<file path="src/rtl/prediction_stat_tracker_pkg.sv">
// Shared trend encodings and counter-init helper for the predictor statistics tracker.
// No logic of its own; imported by the tracker top and its per-predictor channels.
package prediction_stat_tracker_pkg;

  localparam logic [3:0] TREND_COLD    = 4'b0001;
  localparam logic [3:0] TREND_FALLING = 4'b0010;
  localparam logic [3:0] TREND_STEADY  = 4'b0100;
  localparam logic [3:0] TREND_RISING  = 4'b1000;

  // State encoding is the one-hot trend itself, so the decode output is the state register.
  typedef enum logic [3:0] {
    ST_COLD    = TREND_COLD,
    ST_FALLING = TREND_FALLING,
    ST_STEADY  = TREND_STEADY,
    ST_RISING  = TREND_RISING
  } trend_state_e;

  function automatic int unsigned counter_init(input int unsigned width);
    return 32'd1 << (width - 32'd1);
  endfunction

endpackage

</file>
<file path="src/rtl/stat_channel.sv">
// One predictor's saturating confidence counter, warm-up streak and trend FSM.
// Registered outputs, 1-cycle latency; accepts an update every cycle, no backpressure.
module stat_channel
  import prediction_stat_tracker_pkg::*;
#(
  parameter int CNT_W  = 5,
  parameter int WARMUP = 4
) (
  input  logic             clk,
  input  logic             clear,
  input  logic             update,
  input  logic             correct,
  input  logic             decay,
  output logic [CNT_W-1:0] count,
  output logic [3:0]       trend_decode
);

  localparam logic [CNT_W-1:0] CNT_MAX    = '1;
  localparam logic [CNT_W-1:0] CNT_INIT   = CNT_W'(counter_init(CNT_W));
  localparam logic [2:0]       STREAK_TGT = 3'(WARMUP);

  trend_state_e     state_q, state_d;
  logic [2:0]       streak_q, streak_d;
  logic [CNT_W-1:0] count_q, count_d, sat_cnt;

  always_comb begin
    sat_cnt  = count_q;
    streak_d = '0;
    if (correct) begin
      if (count_q != CNT_MAX) sat_cnt = count_q + CNT_W'(1);
      streak_d = (streak_q == STREAK_TGT) ? streak_q : streak_q + 3'd1;
    end else if (count_q != '0) begin
      sat_cnt = count_q - CNT_W'(1);
    end
    count_d = decay ? (sat_cnt >> 1) : sat_cnt;

    // Trend decisions use the pre-decay count so decay never moves the FSM.
    state_d = state_q;
    case (state_q)
      ST_COLD:    if (streak_d == STREAK_TGT) state_d = ST_STEADY;
      ST_STEADY:  state_d = correct ? ST_RISING : ST_FALLING;
      ST_RISING:  state_d = correct ? ST_RISING : ST_STEADY;
      ST_FALLING: begin
        if (correct) begin
          state_d = ST_STEADY;
        end else if (sat_cnt == '0) begin
          state_d  = ST_COLD;
          streak_d = '0;
        end
      end
      default:    state_d = ST_COLD;
    endcase
  end

  always_ff @(posedge clk) begin
    if (clear) begin
      state_q  <= ST_COLD;
      streak_q <= '0;
      count_q  <= CNT_INIT;
    end else if (update) begin
      state_q  <= state_d;
      streak_q <= streak_d;
      count_q  <= count_d;
    end
  end

  assign count        = count_q;
  assign trend_decode = state_q;

endmodule

</file>
<file path="src/rtl/prediction_stat_tracker.sv">
// Scores SP/LHP/GHP on each resolved branch and keeps their confidence, trend and periodic decay.
// Outputs registered, visible the cycle after a resolve; one resolve per cycle, never stalls.
module prediction_stat_tracker
  import prediction_stat_tracker_pkg::*;
#(
  parameter int STAT_COUNTER_WIDTH = 5,
  parameter int DECAY_PERIOD_WIDTH = 8,
  parameter int WARMUP_STREAK      = 4
) (
  input  logic                          clk,
  input  logic                          rst,
  input  logic                          stat_clear,
  input  logic                          resolve_valid,
  input  logic                          resolve_taken,
  input  logic                          resolve_SP_pred,
  input  logic                          resolve_LHP_pred,
  input  logic                          resolve_GHP_pred,
  output logic [STAT_COUNTER_WIDTH-1:0] SP_stat_count,
  output logic [STAT_COUNTER_WIDTH-1:0] LHP_stat_count,
  output logic [STAT_COUNTER_WIDTH-1:0] GHP_stat_count,
  output logic [3:0]                    SP_trend_decode,
  output logic [3:0]                    LHP_trend_decode,
  output logic [3:0]                    GHP_trend_decode,
  output logic                          decay_pulse
);

  logic                          clear, update, decay;
  logic                          sp_correct, lhp_correct, ghp_correct;
  logic [DECAY_PERIOD_WIDTH-1:0] decay_cnt_q;

  // A clear in the same cycle as a resolve drops the resolve entirely.
  assign clear       = rst | stat_clear;
  assign update      = resolve_valid & ~clear;
  assign decay       = update & (&decay_cnt_q);
  assign sp_correct  = (resolve_SP_pred  == resolve_taken);
  assign lhp_correct = (resolve_LHP_pred == resolve_taken);
  assign ghp_correct = (resolve_GHP_pred == resolve_taken);

  always_ff @(posedge clk) begin
    if (clear) begin
      decay_cnt_q <= '0;
      decay_pulse <= 1'b0;
    end else begin
      decay_pulse <= decay;
      if (update) decay_cnt_q <= decay_cnt_q + DECAY_PERIOD_WIDTH'(1);
    end
  end

  stat_channel #(.CNT_W(STAT_COUNTER_WIDTH), .WARMUP(WARMUP_STREAK)) u_sp (
    .clk(clk), .clear(clear), .update(update), .correct(sp_correct), .decay(decay),
    .count(SP_stat_count), .trend_decode(SP_trend_decode)
  );

  stat_channel #(.CNT_W(STAT_COUNTER_WIDTH), .WARMUP(WARMUP_STREAK)) u_lhp (
    .clk(clk), .clear(clear), .update(update), .correct(lhp_correct), .decay(decay),
    .count(LHP_stat_count), .trend_decode(LHP_trend_decode)
  );

  stat_channel #(.CNT_W(STAT_COUNTER_WIDTH), .WARMUP(WARMUP_STREAK)) u_ghp (
    .clk(clk), .clear(clear), .update(update), .correct(ghp_correct), .decay(decay),
    .count(GHP_stat_count), .trend_decode(GHP_trend_decode)
  );

endmodule

</file>
<file path="config.mk">
export PLATFORM = sky130hd
export DESIGN_NAME = prediction_stat_tracker
export DESIGN_NICKNAME = d
export VERILOG_FILES = /design/src/rtl/prediction_stat_tracker_pkg.sv /design/src/rtl/stat_channel.sv /design/src/rtl/prediction_stat_tracker.sv
export SDC_FILE = /design/constraint.sdc
export NUM_CORES = 1
export LEC_CHECK = 0
export CAP_MARGIN = 20
export CORE_MARGIN = 4
export CORE_UTILIZATION = 45
export DETAILED_ROUTE_END_ITERATION = 7
export PLACE_DENSITY_LB_ADDON = 0.15
export SYNTH_ARGS = -nofsm -noshare
export SYNTH_HDL_FRONTEND = slang
export SYNTH_SLANG_ARGS = --single-unit
</file>
<file path="constraint.sdc">
create_clock -name clk -period 2.9 [get_ports clk]
set_input_delay 0.58 -clock clk [delete_from_list [all_inputs] [get_ports clk]]
set_output_delay 0.58 -clock clk [all_outputs]
set_load 0.01 [all_outputs]
</file>
==> results of run 1 <==
==> cell families after synthesis <==
logic type	Yosys count	synth area share
AND/OR/NAND/NOR	166	0.261
AO/OA/AOI/OAI	127	0.257
buffers and inverters	50	0.0641
flip-flops	45	0.283
XOR/XNOR	19	0.0547
adder cells (fa/ha/maj)	13	0.0512
multiplexers	9	0.0287
==> layout by cell type (no fill, tap or decap), drive strengths merged, types with 2 or more instances in the layout <==
cell,synthesis,final
xor2,8,8
a41oi,2,2
o22ai,8,8
nor4b,6,6
a221o,2,2
o211ai,3,3
clkdlybuf4s50,0,35
a32oi,8,8
buf,8,23
a22oi,4,4
or4,4,4
xnor2,11,11
nand3,14,14
a21oi,37,37
nand4,12,12
and4,2,2
dfxtp,45,45
a31oi,8,8
mux2i,8,8
o211a,2,2
nor3,15,15
o21bai,2,2
o31ai,3,3
and3,3,3
nand2,39,39
o31a,2,2
inv,19,20
o221ai,6,6
or3,6,6
ha,13,13
nand2b,3,3
o21ai,32,32
nand3b,7,7
nor2,47,47
o32a,2,2
nor4,5,5
clkbuf,23,5
==> synth_stat cells, drive strengths merged (3+ instances only) <==
| master | count |
|---|---|
| and3 | 3 |
| or4 | 4 |
| nand3 | 14 |
| o211ai | 3 |
| nand2 | 39 |
| xnor2 | 11 |
| ha | 13 |
| clkbuf | 23 |
| mux2i | 8 |
| buf | 8 |
| nor3 | 15 |
| nand2b | 3 |
| o22ai | 8 |
| a22oi | 4 |
| o221ai | 6 |
| or3 | 6 |
| xor2 | 8 |
| inv | 19 |
| dfxtp | 45 |
| nor4 | 5 |
| o31ai | 3 |
| nor2 | 47 |
| a32oi | 8 |
| nor4b | 6 |
| nand3b | 7 |
| a31oi | 8 |
| a21oi | 37 |
| nand4 | 12 |
| o21ai | 32 |
==> final timing paths <==
path / end / slack, ns
worst max-delay path: u_lhp.trend_decode[1] / 0.45
worst min-delay path: u_lhp.streak_q[1] / 0.48
worst max register to register: u_sp.trend_decode[1] / 0.52
worst min register to register: u_lhp.streak_q[1] / 0.48
==> power by group <==
group          leakage (nW)  total, mW  switching (mW)  internal [mW]
Clock                0.0445      0.416           0.244          0.172
Combinational         0.943      0.313           0.173          0.140
Sequential            0.365      0.657          0.0270          0.630
Total                  1.35       1.39           0.444          0.942
==> critical path: stages <==
cell	delay [ns]
clkdlybuf4s50_1	0.39
buf_4	0.17
xor2_1	0.21
buf_4	0.20
or3_1	0.37
a31oi_1	0.29
nand3_1	0.18
a31o_2	0.26
==> per-layer routing <==
metal / vias to the layer above / wire (um)
li1: 1646 / -
met1: 1508 / 3880
met2: 115 / 3960
met3: 7 / 415
met4: 0 / 83
met5: - / 0
==> per-stage QoR <==
step	total power, mW	utilization	std cells	area (um^2)
4_1_cts	1.39	0.555	560	3790
2_1_floorplan	0.866	-	429	3180
5_1_grt	1.45	0.555	560	3790
3_5_place_dp	0.980	0.542	552	3700
6_report	1.39	0.555	560	3790
3_3_place_gp	0.977	0.542	552	3700
==> state kept, by name (all words and copies together) (netlist names), 3 cells and up <==
register,cells
decay_cnt_q,8
u_ghp.count,5
u_lhp.count,5
u_sp.count,5
u_ghp.trend_decode,4
u_lhp.trend_decode,4
u_sp.trend_decode,4
u_ghp.streak_q,3
u_lhp.streak_q,3
u_sp.streak_q,3
==> cell type report <==
type	count	share of cell area
flip-flops and latches	45	0.238
clock buffers	5	0.0181
repair buffers	58	0.141
clock inverters	3	0.00561
well taps	96	0.0317
inverters	19	0.0188
multi-input cells	334	0.547
==> qor.yml, run 1 <==
run_status:
  status: "complete, no violations"
global_routing:
  grt_pass1_wl_mm: 13.5
  grt-busiest-layer: "met2"
  grt_usage: 0.192
  grt_pass1_vias: 2833
  grt_max_degree: 38
  met2_usage: 0.318
  overflow: 0
  grt_util_met3: 0.0336
  met1_usage: 0.254
  antenna_found_initial: 0
sta:
  rsz0062_at_grt: "no"
  hold_viol_final: 0
  fin_tns_setup_ns: 0
  whs_ns: 0.477
  period_share: 0.846
  period_needed_ns: 2.45
  maxSlewHeadroom: 0.516
  worst_pin_slew_ns: 0.715
  fin_worst_skew_ns: 0.00702
  setup_slack_ns: 0.447
  finalSetupViolCount: 0
  clock.fmax_mhz: 408
  slew_viol_final: 0
critical_path:
  worstRegToRegCells: 8
  endpoint_kind: "flop"
  worstPathRequired_ns: 3.11
  cp-startpoint: "resolve_taken"
  rr_startpoint: "u_sp.count[0]"
  crit_path_max_fanout: 11
  criticalPathCategory: "in -> reg"
  crit_arrival_ns: 2.66
  cp-start-kind: "input port"
place:
  place.port_buffers: 35
  pre_cts_slack_ns: 0.140
  post-dp-hpwl_mm: 6.04
  gp_congestion: 0.900
synth:
  synthCells: 429
  yosysTopAreaCell: "dfxtp_1"
  synthTopCellsByArea: "dfxtp_1 28%, a21oi_1 5.7%, nor2_1 5.5%"
  async_flop_share: 0
  synth_area_um2: 3180
  synth_ff_type: "dfxtp_1"
  synth_edf_count: 0
  syn_area_per_cell_um2: 7.41
  yosysWarningCount: 0
  ys_types: 52
  synth_nets: 450
  ys_seq_area_frac: 0.283
  netlist.area_leader.share: 0.283
  ys_ff_latch: 45
hold_path:
  holdCritPathClass: "reg -> reg"
  hp-start: "u_lhp.streak_q[1]"
  whs_path_depth: 2
detailed_routing:
  vias_per_cell: 5.85
  firstDrtPassIters: 5
  avgRoutedWirePerCell_um: 14.9
  wirelength_mm: 8.34
  dr_total_vias: 3276
  route.detailed.drc: 0
  drt_iter0_markers: 169
  detail-route-antenna-nets: 0
die:
  start_util: 0.465
  die_width_um: 92.1
  io_pins: 36
  die-height_um: 92.1
  coreArea_um2: 6830
  die_area_um2: 8470
  rows: 30
finish:
  seq_area_um2: 901
  layout-drive-gt1-share: 0.0862
  n_antenna_cell: 0
  final_nets: 484
  multi_input_area_um2: 2070
  fillers: 644
  syn_to_final_growth_pct: 19.3
pwr:
  p_per_area_nw_per_um2: 365
  vdd_ir_drop_max_v: 0.000186
  p_leak_nw: 1.35
clocking:
  cts_inserted_buffers: 5
  clock_path_buffers: 2
  clock-root-buffer: "clkbuf_8"
  path_clk_slew_ns: 0.09
  cts_setup_buffers: 0
  cts_hold_buf: 0
  cts_sinks: 45
  clk_latency_ns: 0.31
  ctsHtreeMaxLevel: 2
  cts_resized: 0
  cts_tree: "done"
job:
  maxCapViolCount: 0
(Power assumes the default switching activity.)
==> inputs of run 2 (changes only) <==
clock period = 2.3 ns   (was 2.9 ns; I/O delays follow)
==> qor.yml, run 2 (synthesized netlist as in run 1, its figures left out) <==
run_status:
  status: "complete, no violations"
finish:
  n_antenna_cell: 0  # unchanged
  final_common_cell: "buf_4"
  layout-drive-gt1-share: 0.146  # +0.0598
  largest_register_ffs: 8  # unchanged
  final_cell_mix: "50 x buf_4, 47 x nor2_1, 45 x dfxtp_1, 39 x nand2_1, 36 x a21oi_1"
  syn_to_final_growth_pct: 28.7
  final_core_util: 0.599  # +0.0440
  fin_cells: 589  # +5.2%
  final_nets: 513  # +6.0%
  regMostFlops: "decay_cnt_q"
die:
  die-height_um: 92.1  # unchanged
  start_util: 0.465  # unchanged
  die_width_um: 92.1  # unchanged
  coreArea_um2: 6830  # unchanged
  die_area_um2: 8470  # unchanged
  rows: 30  # unchanged
  io_pins: 36  # unchanged
sta:
  period_needed_ns: 2.28
  whs_ns: 0.475  # -0.00224 ns
  hold_viol_final: 0  # unchanged
  period_share: 0.993
  worst_pin_slew_ns: 0.441  # -0.274 ns
  clock.fmax_mhz: 438
  maxSlewHeadroom: 0.705  # +0.189
  fin_worst_skew_ns: 0.00929  # +0.00227 ns
  setup_slack_ns: 0.0169  # -0.430 ns
  rsz0062_at_grt: "yes"
  finalSetupViolCount: 0  # unchanged
  slew_viol_final: 0  # unchanged
detailed_routing:
  vias_per_cell: 5.77  # -1.4%
  drt_iter0_markers: 307  # +82%
  firstDrtPassIters: 5  # unchanged
  detail-route-antenna-nets: 0  # unchanged
  route.detailed.drc: 0  # unchanged
  dr_total_vias: 3399  # +3.8%
  wirelength_mm: 8.51  # +2.0%
  avgRoutedWirePerCell_um: 14.4  # -3.0%
critical_path:
  criticalPathCategory: "in -> reg"
  cp-start-kind: "input port"
  crit_path_max_fanout: 6  # -5
  worstPathRequired_ns: 2.51  # -0.60 ns
  endpoint_kind: "flop"
  crit_arrival_ns: 2.49  # -0.17 ns
pwr:
  seqPwrFrac: 0.412  # -0.062
  internal_power_mw: 1.44  # +53%
  power.clock.fraction: 0.360  # +0.060
  switching_share: 0.276  # -0.0448
  p_per_area_nw_per_um2: 487  # +33%
  combPwrFrac: 0.229  # +0.003
  p_leak_nw: 1.53  # +13%
  vdd_ir_drop_max_v: 0.000293  # +58%
  power_mw: 1.99  # +44%
  p_switching_mw: 0.549  # +24%
place:
  dp_cells: 580  # +5.1%
  place.port_buffers: 35  # unchanged
  gp_congestion: 0.937  # +4.2%
  post-dp-hpwl_mm: 5.97  # -1.0%
  pre_cts_slack_ns: -0.308  # -0.448 ns
hold_path:
  holdCritPathClass: "reg -> reg"
global_routing:
  grt_max_degree: 38  # unchanged
  grt_usage: 0.196  # +0.00401
  grt_pass1_wl_mm: 13.8  # +2.4%
  antenna_found_initial: 0  # unchanged
  overflow: 0  # unchanged
  grt_pass1_vias: 3014  # +6.4%
clocking:
  path_clk_slew_ns: 0.09  # about the same
  cts_inserted_buffers: 5  # unchanged
  cts_hold_buf: 0  # unchanged
  cts_sinks: 45  # unchanged
  clock_path_buffers: 2  # unchanged
  ctsHtreeMaxLevel: 2  # unchanged
  clk_latency_ns: 0.31  # about the same
  cts_tree: "done"
  clock-root-buffer: "clkbuf_8"
job:
  maxCapViolCount: 0  # unchanged
-- run 2: changes by cell type in the layout (fill, tap and decap cells not counted), sizes merged --
cell	change
buf	+29
bufinv	+2
clkdlybuf4s50	-1
clkinvlp	-1
dlymetal6s2s	+1
inv	-1
-- run 2: metrics by stage --
stage | instance area (um^2) | TNS, ns
floorplan | 3180 | 0
global placement | 3910 | -2.29
detailed placement | 3910 | -3.01
CTS | 4050 | 0
global route | 4090 | -0.0351
finish | 4090 | 0
-- run 2: repair_timing --
item / 4_1_cts / 5_1_grt
resized for setup: 0 / 6
endpoints found under the setup margin: 0 / 9
setup buffers: 0 / 1
-- run 2: worst paths after layout --
check,start,to,slack (ns),cells past startpoint
worst min-delay path,u_sp.streak_q[1],u_sp.streak_q[1],0.47,2
worst max-delay path,resolve_taken,u_ghp.trend_decode[1],0.02,8
worst max register to register,u_lhp.count[1],u_lhp.trend_decode[1],0.14,8
worst min register to register,u_sp.streak_q[1],u_sp.streak_q[1],0.47,2
-- run 2: metal layers --
metal | up-vias | global-route usage | share of wire
li1 | 1701 | - | -
met1 | 1564 | 0.257 | 0.46
met2 | 113 | 0.313 | 0.47
met3 | 21 | 0.0295 | 0.044
met4 | 0 | 0.0965 | 0.025
met5 | - | 0 | 0
-- run 2: final cells by class --
cell class | count | area, um^2
well taps | 96 | 120
clock buffers | 5 | 68.8
flip-flops and latches | 45 | 901
multi-input cells | 334 | 2110
clock inverters | 3 | 65.1
inverters | 19 | 71.3
repair buffers | 87 | 759
fillers | 617 | 2740
-- run 2: power by group through the flow --
| stage | clock, mW | combinational (mW) | sequential, mW |
|---|---|---|---|
| floorplan | 0 | 0.257 | 0.835 |
| global placement | 0 | 0.437 | 0.838 |
| detailed placement | 0 | 0.443 | 0.838 |
| CTS | 0.733 | 0.444 | 0.820 |
| global route | 0.764 | 0.496 | 0.825 |
| finish | 0.717 | 0.456 | 0.821 |
-- run 2: worst max-delay path: stages --
cell and delay, ns:
clkdlybuf4s50_1 0.47, buf_6 0.17, xnor2_4 0.09, or4_4 0.43
o21ai_2 0.08, a21oi_2 0.08, or4_4 0.54, a21o_1 0.17
==> inputs of run 3 (changes only) <==
RECOVER_POWER = 25   (was not set)
==> qor.yml, run 3 (synthesized netlist as in run 1, its figures left out) <==
finish:
  n_antenna_cell: 0  # unchanged
  largest_register_ffs: 8  # unchanged
  final_cell_mix: "48 x buf_4, 47 x nor2_1, 45 x dfxtp_1, 39 x nand2_1, 36 x a21oi_1"
  final_common_cell: "buf_4"
  seq_area_um2: 901  # unchanged
  fillers: 620  # +0.49%
  layout-drive-gt1-share: 0.144  # -0.00203
  multi_input_area_um2: 2110  # unchanged
  regMostFlops: "decay_cnt_q"
  syn_to_final_growth_pct: 28.5
  fin_cells: 589  # unchanged
  final_nets: 513  # unchanged
  final_core_util: 0.598  # -0.000916
critical_path:
  endpoint_kind: "flop"
  r2r_slack_ns: 0.12  # -0.02 ns
  criticalPathCategory: "in -> reg"
  cp-startpoint: "resolve_taken"
  worstRegToRegCells: 8  # unchanged
  critical-path-max-stage-delay_ns: 0.54  # about the same
  worstPathRequired_ns: 2.51  # about the same
  crit_path_max_fanout: 6  # unchanged
  critPathBufInv: 2  # unchanged
  rr_startpoint: "u_lhp.count[1]"
  crit_chain: "clkdlybuf4s50_1, buf_6, xnor2_4, or4_4, o21ai_2, a21oi_2, or4_4, a21o_1"
  critPathSlowestCell: "or4_4"
  path_common_cell: "or4_4"
  crit_family: "simple AND/OR/NAND/NOR gates"
  cp_num_cells: 8  # unchanged
  cp-start-kind: "input port"
  endpoint: "u_ghp.trend_decode[1]"
  reg2reg_to: "u_lhp.trend_decode[1]"
  crit_arrival_ns: 2.49  # about the same
job:
  maxCapViolCount: 0  # unchanged
hold_path:
  holdCritPathClass: "reg -> reg"
detailed_routing:
  wirelength_mm: 8.52  # +0.16%
  firstDrtPassIters: 5  # unchanged
  vias_per_cell: 5.75  # -0.35%
  avgRoutedWirePerCell_um: 14.5  # +0.16%
  dr_total_vias: 3387  # -0.35%
  drt_iter0_markers: 321  # +4.6%
  detail-route-antenna-nets: 0  # unchanged
  route.detailed.drc: 0  # unchanged
place:
  gp_congestion: 0.937  # unchanged
  post-dp-hpwl_mm: 5.97  # unchanged
  dp_cells: 580  # unchanged
  place.port_buffers: 35  # unchanged
  pre_cts_slack_ns: -0.308  # unchanged
sta:
  period_share: 0.994  # about the same
  worst_pin_slew_ns: 0.742  # +0.301 ns
  clock.fmax_mhz: 438  # about the same
  finalSetupViolCount: 0  # unchanged
  whs_ns: 0.475  # -0.000292 ns
  hold_viol_final: 0  # unchanged
  slew_viol_final: 0  # unchanged
  setup_slack_ns: 0.0148  # -0.00206 ns
  period_needed_ns: 2.29  # +0.00206 ns
  maxSlewHeadroom: 0.505  # -0.200
  fin_worst_skew_ns: 0.00792  # -0.00137 ns
  rsz0062_at_grt: "yes"
die:
  die_width_um: 92.1  # unchanged
  rows: 30  # unchanged
  io_pins: 36  # unchanged
  start_util: 0.465  # unchanged
  die-height_um: 92.1  # unchanged
  coreArea_um2: 6830  # unchanged
  die_area_um2: 8470  # unchanged
run_status:
  status: "complete, no violations"
clocking:
  clock_path_buffers: 2  # unchanged
  clock-root-buffer: "clkbuf_8"
  cts_sinks: 45  # unchanged
  cts_inserted_buffers: 5  # unchanged
  ctsHtreeMaxLevel: 2  # unchanged
  clk_latency_ns: 0.30  # about the same
  cts_tree: "done"
  path_clk_slew_ns: 0.09  # about the same
global_routing:
  grt_usage: 0.196  # unchanged
  grt_max_degree: 38  # unchanged
  antenna_found_initial: 0  # unchanged
  grt_pass1_wl_mm: 13.8  # unchanged
  overflow: 0  # unchanged
  grt_pass1_vias: 3014  # unchanged
pwr:
  p_per_area_nw_per_um2: 487  # about the same
  p_leak_nw: 1.53  # about the same
  power_mw: 1.99  # -0.12%
  vdd_ir_drop_max_v: 0.000294  # +0.26%
==> run 3: per-layer routing <==
metal	track usage	up-vias	share of wire
li1	-	1702	-
met1	0.257	1559	0.46
met2	0.313	103	0.47
met3	0.0295	23	0.043
met4	0.0965	0	0.027
met5	0	-	0
==> run 3: repair_timing <==
action | in CTS | in global routing
hold buffers | 0 | 0
buffers inserted | 0 | 1
gates resized for setup | 0 | 6
endpoints found under the setup margin | 0 | 9
==> run 3: worst min-delay path by stage <==
stage | startpoint | endpoint | depth (start not counted) | slack, ns
after floorplan | u_ghp.streak_q[1] | u_ghp.streak_q[1] | 2 | 0.45
after global placement | u_ghp.streak_q[1] | u_ghp.streak_q[1] | 2 | 0.46
after detailed placement | u_ghp.streak_q[1] | u_ghp.streak_q[1] | 2 | 0.46
after CTS | u_ghp.streak_q[1] | u_ghp.streak_q[1] | 2 | 0.48
after global routing | u_sp.streak_q[1] | u_sp.streak_q[1] | 2 | 0.51
final | u_sp.streak_q[1] | u_sp.streak_q[1] | 2 | 0.47
==> run 3: layout make-up <==
cell class,count,area share
clock buffer,5,0.0168
clock inverter,3,0.0159
inverter,19,0.0175
multi-input combinational,334,0.516
sequential,45,0.220
tap,96,0.0294
timing repair buffer,87,0.184
==> run 3: power breakdown <==
part           internal [mW]  switching (mW)
registers              0.794          0.0271
clock network          0.432           0.283
logic                  0.217           0.238
==> run 3: stage by stage <==
step | cell area, um^2 | TNS, ns
final | 4090 | 0
after global routing | 4090 | -0.0351
after CTS | 4050 | 0
after detailed placement | 3910 | -3.01
after global placement | 3910 | -2.29
after floorplan | 3180 | 0
==> run 3: tightest hold or removal path, cell delays in order, from the launching register on <==
cell and delay (ns):
dfxtp_1 0.33, nand2_1 0.06, a21oi_1 0.05
